## config.mk

```make
export PLATFORM = sky130hd
export DESIGN_NAME = i2s_stereo_serializer_flat
export DESIGN_NICKNAME = d
export VERILOG_FILES = /design/src/rtl/i2s_stereo_serializer_if.sv /design/src/rtl/i2s_stereo_serializer.sv /design/src/flat_wrapper.sv
export SDC_FILE = /design/constraint.sdc
export NUM_CORES = 1
export LEC_CHECK = 0
export ABC_AREA = 1
export CORE_ASPECT_RATIO = 1.25
export CORE_MARGIN = 10
export CORE_UTILIZATION = 60
export CTS_BUF_LIST = sky130_fd_sc_hd__clkbuf_8
export CTS_CLUSTER_SIZE = 30
export DETAILED_ROUTE_END_ITERATION = 7
export GPL_ROUTABILITY_DRIVEN = 0
export PLACE_DENSITY_LB_ADDON = 0.3
export SYNTH_ARGS = -nofsm -noshare
export SYNTH_HDL_FRONTEND = slang
export SYNTH_SLANG_ARGS = --single-unit
```

## constraint.sdc

```tcl
create_clock -name CLK_DAC -period 3.4 [get_ports CLK_DAC]
set_input_delay 0.68 -clock CLK_DAC [delete_from_list [all_inputs] [get_ports CLK_DAC]]
set_output_delay 0.68 -clock CLK_DAC [all_outputs]
set_load 0.01 [all_outputs]
```

## src/rtl/i2s_stereo_serializer_if.sv

```systemverilog
// Signal bundle between the sample source, the I2S serializer and the DAC
// pins. The serializer sits on the slave side: it receives the PCM sample
// and drives the request pulse and the three I2S pins.
interface i2s_stereo_serializer_if;
    logic [15:0] SAMPLE_IN;
    logic        REQ;
    logic        DAC_BCLK;
    logic        DAC_LRCLK;
    logic        DAC_DIN;

    modport master (
        output SAMPLE_IN,
        input  REQ,
        input  DAC_BCLK,
        input  DAC_LRCLK,
        input  DAC_DIN
    );

    modport slave (
        input  SAMPLE_IN,
        output REQ,
        output DAC_BCLK,
        output DAC_LRCLK,
        output DAC_DIN
    );
endinterface

```

## src/rtl/i2s_stereo_serializer.sv

```systemverilog
// Philips I2S serializer. Divides CLK_DAC down to BCLK, walks a 32-slot
// frame and sends the same 16-bit sample on the left and right channels,
// MSB first, one BCLK after each LRCLK transition. A new sample is captured
// once per frame on the falling BCLK edge that enters slot 0, with REQ
// pulsed in that cycle. All pins come straight from registers.
module i2s_stereo_serializer #(
    parameter int unsigned BCLK_HALF_PERIOD = 8,
    parameter int unsigned SLOT_BITS        = 16
) (
    input  logic                    CLK_DAC,
    input  logic                    RESET_n,
    i2s_stereo_serializer_if.slave  io
);

    localparam logic [7:0] DIV_LAST = 8'(BCLK_HALF_PERIOD - 1);
    // LRCLK is high while the new slot lies in 15..30: it switches one slot
    // ahead of the channel MSB it announces.
    localparam logic [4:0] LR_FIRST = 5'(SLOT_BITS - 1);
    localparam logic [4:0] LR_LAST  = 5'(2 * SLOT_BITS - 2);

    logic [7:0]  div_cnt_r;
    logic        bclk_r;
    logic [4:0]  slot_r;
    logic [15:0] hold_r;
    logic        din_r;
    logic        lrclk_r;
    logic        req_r;

    logic [7:0]  div_nxt_s;
    logic        bclk_nxt_s;
    logic        fall_s;
    logic [4:0]  slot_inc_s;
    logic [3:0]  bit_idx_s;
    logic        wrap_s;
    logic        din_nxt_s;
    logic        lr_nxt_s;

    // Divider, falling-edge detection and next-bit selection.
    always_comb begin
        div_nxt_s  = div_cnt_r + 8'd1;
        bclk_nxt_s = bclk_r;
        fall_s     = 1'b0;
        if (div_cnt_r == DIV_LAST) begin
            div_nxt_s  = 8'd0;
            bclk_nxt_s = ~bclk_r;
            fall_s     = bclk_r;
        end else begin
            div_nxt_s  = div_cnt_r + 8'd1;
        end

        slot_inc_s = slot_r + 5'd1;
        bit_idx_s  = 4'd15 - slot_inc_s[3:0];
        wrap_s     = (slot_inc_s == 5'd0);

        // Slot 0 takes its MSB straight from the sample being captured.
        if (wrap_s) begin
            din_nxt_s = io.SAMPLE_IN[15];
        end else begin
            din_nxt_s = hold_r[bit_idx_s];
        end

        lr_nxt_s = (slot_inc_s >= LR_FIRST) && (slot_inc_s <= LR_LAST);
    end

    // Divider, slot counter, sample hold and registered pin outputs.
    always_ff @(posedge CLK_DAC or negedge RESET_n) begin
        if (!RESET_n) begin
            div_cnt_r <= 8'd0;
            bclk_r    <= 1'b0;
            slot_r    <= 5'd31;
            hold_r    <= 16'd0;
            din_r     <= 1'b0;
            lrclk_r   <= 1'b0;
            req_r     <= 1'b0;
        end else begin
            div_cnt_r <= div_nxt_s;
            bclk_r    <= bclk_nxt_s;
            req_r     <= 1'b0;
            if (fall_s) begin
                slot_r  <= slot_inc_s;
                din_r   <= din_nxt_s;
                lrclk_r <= lr_nxt_s;
                if (wrap_s) begin
                    hold_r <= io.SAMPLE_IN;
                    req_r  <= 1'b1;
                end
            end
        end
    end

    assign io.REQ       = req_r;
    assign io.DAC_BCLK  = bclk_r;
    assign io.DAC_LRCLK = lrclk_r;
    assign io.DAC_DIN   = din_r;

endmodule

```

## src/flat_wrapper.sv

```systemverilog
// flat-port wrapper written by rule: the top's interface ports become plain ports
module i2s_stereo_serializer_flat 
#(
    parameter int unsigned BCLK_HALF_PERIOD = 8,
    parameter int unsigned SLOT_BITS        = 16
)
  (CLK_DAC, RESET_n, io_SAMPLE_IN, io_REQ, io_DAC_BCLK, io_DAC_LRCLK, io_DAC_DIN);
  i2s_stereo_serializer_if io_i ();
  input  logic CLK_DAC;
  input  logic RESET_n;
  input wire logic [$bits(io_i.SAMPLE_IN)-1:0] io_SAMPLE_IN;
  output wire logic [$bits(io_i.REQ)-1:0] io_REQ;
  output wire logic [$bits(io_i.DAC_BCLK)-1:0] io_DAC_BCLK;
  output wire logic [$bits(io_i.DAC_LRCLK)-1:0] io_DAC_LRCLK;
  output wire logic [$bits(io_i.DAC_DIN)-1:0] io_DAC_DIN;
  assign io_i.SAMPLE_IN = io_SAMPLE_IN;
  assign io_REQ = io_i.REQ;
  assign io_DAC_BCLK = io_i.DAC_BCLK;
  assign io_DAC_LRCLK = io_i.DAC_LRCLK;
  assign io_DAC_DIN = io_i.DAC_DIN;
  i2s_stereo_serializer #(.BCLK_HALF_PERIOD(BCLK_HALF_PERIOD), .SLOT_BITS(SLOT_BITS)) u_core (.CLK_DAC(CLK_DAC), .RESET_n(RESET_n), .io(io_i));
endmodule
```

* Word-level counts from Yosys, hierarchy flattened
Cells that the tools add are included.
** Word-level totals
- Bits in registers :: 33
- Input bits :: 18
- Word-level logic and storage cells :: 25
** Operators by class
- $add $sub $neg :: 3
- Order comparisons :: 3
- Equality and inequality tests :: 1
- Multiplexer cells :: 7
- Bitwise gates (word level) :: 1
- Reduce and logical (&&, ||, !) cells :: 3
** Operator list (number)
- adder 8 x 1 -> 8 bit, second input constant :: 1
- equality test 8 x 3 -> 1 bit, second input constant :: 1
- two-way mux 8 bit :: 1
- adder 5 x 1 -> 5 bit, second input constant :: 1
- >= comparator 5 x 4 -> 1 bit, second input constant :: 1
- less-or-equal comparator 5 bit, second input constant :: 1
- zero test 5 bit :: 1
- < comparator 4 x 5 -> 1 bit, second input constant :: 1
- two-way mux 1 bit :: 5
- binary-select mux 1 bit (select 4 bit) :: 1
- subtractor 4 bit, first input constant :: 1
- AND reduction 2 bit :: 1
- logical AND 1 bit :: 1
- inverter 1 bit :: 1

* Logic depth before layout (Yosys ltp)
- Depth after elaboration :: 5
- Gate-level depth with buffers :: 10
- Depth with buffers taken out :: 9

* Least setup slack after synthesis
No wires, ideal clock.
- Kind :: register -> register
- Start :: register u_core.slot_r[0]
- End :: register u_core.din_r (netlist: u_core.io.DAC_DIN)
- Data arrival time :: 1.622 ns
- Required time :: 3.284 ns
- Slack :: 1.662 ns
- Cell stages (with the launch flop) :: 11
- Buffers on the path :: 1
- Path through :: dfstp_2 > buf_2 > inv_2 > ha_1 > inv_1 > nand3_1 > nand3_1 > nand3_1 > nand2_1 > nand2_1 > nand2_1
** On the way
- Longest elaborated chain between the ends :: 5
** Ends and longest elaborated chain
- start, declared :: RTL line i2s_stereo_serializer.sv:23 : logic [4:0] slot_r;
- start signal, assigned :: RTL line i2s_stereo_serializer.sv:80 : slot_r <= slot_inc_s;
- adder 5 x 1 -> 5 bit (*) :: RTL line i2s_stereo_serializer.sv:51 : slot_inc_s = slot_r + 5'd1;
- named net u_core.slot_inc_s[0] :: RTL line i2s_stereo_serializer.sv:32 : logic [4:0] slot_inc_s;
- subtractor 4 bit :: RTL line i2s_stereo_serializer.sv:52 : bit_idx_s = 4'd15 - slot_inc_s[3:0];
- binary-select mux 1 bit (select 4 bit) :: RTL line i2s_stereo_serializer.sv:59 : din_nxt_s = hold_r[bit_idx_s];
- two-way mux 1 bit (implied by the code) :: RTL line i2s_stereo_serializer.sv:59
- two-way mux 1 bit (*) :: RTL line i2s_stereo_serializer.sv:56 : if (wrap_s) begin
- end signal, assigned :: RTL line i2s_stereo_serializer.sv:81 : din_r <= din_nxt_s;
- end, declared :: RTL line i2s_stereo_serializer.sv:25 : logic din_r;
The timed path passes the listed nets; every way through them passes the cells marked *. The select of a mux whose other input is x is not followed.
A chain may end at the register's enable or synchronous reset.

* Final worst setup path
- Start :: register u_core.slot_r[0]
- End :: register u_core.hold_r[3]
** On the way
- Longest elaborated chain between the ends :: 3
** Ends and longest elaborated chain
- adder 5 x 1 -> 5 bit :: RTL line i2s_stereo_serializer.sv:51
- zero test 5 bit :: RTL line i2s_stereo_serializer.sv:53 : wrap_s = (slot_inc_s == 5'd0);
- AND reduction 2 bit (no source line)
- end signal, assigned :: RTL line i2s_stereo_serializer.sv:84 : hold_r <= io.SAMPLE_IN;
- end, declared :: RTL line i2s_stereo_serializer.sv:24 : logic [15:0] hold_r;
Every way passes these cells.

==> results.cfg <==
[floorplanning]
fp.dieW_um = 69.13
die_h_um = 81.42
core_area_mm2 = 0.002918
dieArea_mm2 = 0.005628
row_count = 22
io_pins = 22
start_util = 0.6205

[critical_path]
worstSetupEndpointType = flip-flop
crit_chain = ha_1 > nand4_1 > nand2_1 > nor2_4 > nand2_2 > clkinv_4 > nand2_2 > o21ai_2
timing.critical_path.mode_cell = nand2_2
crit_start = u_core.slot_r[0]$_DFFE_PN1P_
rr_worst_depth = 8
r2r_end = u_core.hold_r[3]$_DFFE_PN0P_
required_ns = 3.57
cp-start-kind = flip-flop
path_depth = 8
cp_max_fo = 32
cp_slowest_cell = dfstp_2
cpPeakStageDelay_ns = 0.68
regToRegSetupSlack_ns = 1.39
reg2reg_from = u_core.slot_r[0]$_DFFE_PN1P_
path_class = flip-flop to flip-flop
crit_family = flip-flops
path_buf_inv = 1
crit_arrival_ns = 2.18

[worst_hold_path]
hp-start = u_core.div_cnt_r[0]$_DFF_PN0_
holdPathStages = 1
hold_path.class = flip-flop to flip-flop
hold_end = u_core.div_cnt_r[0]$_DFF_PN0_

[global_routing]
antenna_found_initial = 0
grt_max_degree = 34
overflow = 0
grt_pass1_wl_um = 6375
grt_pass1_vias = 1407
grtUsageTotal = 0.1394

[clock_network]
postCtsHoldBufs = 0
cts_tree = built
clkLatencyLatePin_ns = 0.28
cts-root-buf = clkbuf_8
htree_levels = 2
clk_pin_slew_ns = 0.06
cts_resized = 0
cts_buffers = 5
clock_sinks = 33
postCtsSetupBuffers = 0
cts.path.max_buffers = 2

[synthesis]
post-synth-top-count-cell = nand2_1
async_flop_share = 1.000
ys_ff_latch = 33
syn_area_mm2 = 0.001810
synth_edf_count = 0
syn_inst = 203
yosysWarnings = 0
avgSynthCellArea_um2 = 8.919
synth_area_leaders = dfrtp_1 39%, o21ai_2 7.7%, dfstp_2 7.3%, nand2_1 7.0%, inv_1 6.4%
synth_cell_type_count = 25
synth_fp_nets = 225
yosysTopAreaCellShare = 0.3870
seq_area_frac_synth = 0.4596
synth.largest_area_cell = dfrtp_1
synth_flop_cell = dfrtp_1
synth.top_cells.by_count = 34 x nand2_1, 31 x inv_1, 28 x dfrtp_1

[timing]
setup_ws_ns = 1.387
worst_pin_slew_ns = 0.4061
period_share = 0.5920
hold_viol_final = 0
fmax_ghz = 0.4968
setup_violations = 0
relSlewSlack = 0.7292
slew_viol_final = 0
clock_skew_ns = 0.003146
rsz0062_at_grt = false
finalCriticalPeriod_ns = 2.013
finalSetupTns_ns = 0

[placement]
dp.cells = 255
dpl.hpwl_um = 2639
placed_area_mm2 = 0.002001
pre_cts_slack_ns = 1.396
port_buffers = 21

[routing]
drt_iter0_markers = 53
drc = 0
finalWirelength_um = 3571
routedWlPerCell_um = 13.58
routed_via_density = 5.198
drt-pass1-iter-count = 4
drtAntennaViolNets = 0
dr_total_vias = 1367

[finish]
syn_to_final_growth_pct = 16.10
final_nets = 248
antenna_cells = 0
final_util = 0.7204
final_area_mm2 = 0.002102
fin_cells = 263
layout-drive-gt1-share = 0.2335

[run_status]
status = finished clean

[pwr]
leakage_nw = 0.9851
irDropWorstVdd_uv = 356.3
powerDensity_mw_per_mm2 = 352.8

[flow_run]
drv_cap = 0
## kinds of logic after synthesis
group,count (synthesis),synth area share
xor gates and xnor gates,8,0.04285
and+or+nand+nor,95,0.2592
adders and majority gates,4,0.02764
DFF,33,0.4596
buffers and inverters,39,0.1113
AOI/OAI and AO/OA,24,0.09951
## metrics by stage
step / hold slack [ns] / total power, mW
after global routing: 0.5003 / 0.7786
final: 0.4649 / 0.7416
after detailed placement: 0.4636 / 0.4297
after floorplan: 0.3844 / 0.4001
after global placement: 0.4493 / 0.4294
after CTS: 0.4721 / 0.7520
## layout by cell type, fill, tap and decap left out
cell	netlist	layout
o21ai_0	5	5
xor2_1	5	5
nand2_1	34	34
o21ai_2	16	16
dfrtp_1	28	28
clkinv_4	1	1
clkinv_2	0	1
nand3_1	21	21
nor2_2	1	1
inv_2	1	1
buf_4	0	1
nand3b_1	1	1
nor3_1	1	1
nor2_4	2	2
ha_1	4	4
a21oi_1	3	3
nand4_2	1	1
clkbuf_8	0	7
xnor2_1	2	2
xnor2_2	1	1
dfstp_2	5	5
nor2_1	12	12
nand4_1	6	6
nand2_2	16	16
clkdlybuf4s50_1	0	21
inv_1	31	31
## worst max-delay path by stage
stage / end / slack [ns]
detailed placement: u_core.hold_r[1]$_DFFE_PN0P_ / 1.40
floorplan: u_core.io.DAC_DIN$_DFFE_PN0P_ / 1.66
finish: u_core.hold_r[3]$_DFFE_PN0P_ / 1.39
global route: u_core.hold_r[1]$_DFFE_PN0P_ / 1.17
global placement: u_core.hold_r[1]$_DFFE_PN0P_ / 1.48
CTS: u_core.hold_r[1]$_DFFE_PN0P_ / 1.38
## metal layers
layer  track usage  up-vias  part of all wire
met5             0        -                 0
met4       0.06653        0             0.026
met3       0.04343       10             0.031
met2        0.2491       22              0.54
met1        0.1481      651              0.40
li1              -      684                 -
## area by class of cell
cell class / instances / area (µm²)
clock buffer: 7 / 96.34
clock inverter: 1 / 5.005
fill: 237 / 815.8
inverter: 33 / 128.9
multi-input combinational: 131 / 777.0
sequential: 33 / 832.0
tap: 36 / 45.04
timing repair buffer: 22 / 217.7
## sequential cells by signal (all words and copies together), names as in the netlist
name and flops:
u_core.hold_r 16, u_core.div_cnt_r 8, u_core.io.DAC_DIN 1, u_core.io.REQ 1, u_core.io.DAC_BCLK 1, u_core.io.DAC_LRCLK 1
u_core.slot_r 5
## power breakdown
| group | switching, mW | internal (mW) | leakage [nW] |
|---|---|---|---|
| sequential | 0 | 0.393 | 0.350 |
| clock | 0.137 | 0.183 | 0.0542 |
| combinational | 0.0114 | 0.0178 | 0.581 |
| total | 0.148 | 0.593 | 0.985 |
No activity file was read; power rests on OpenSTA's default activity.
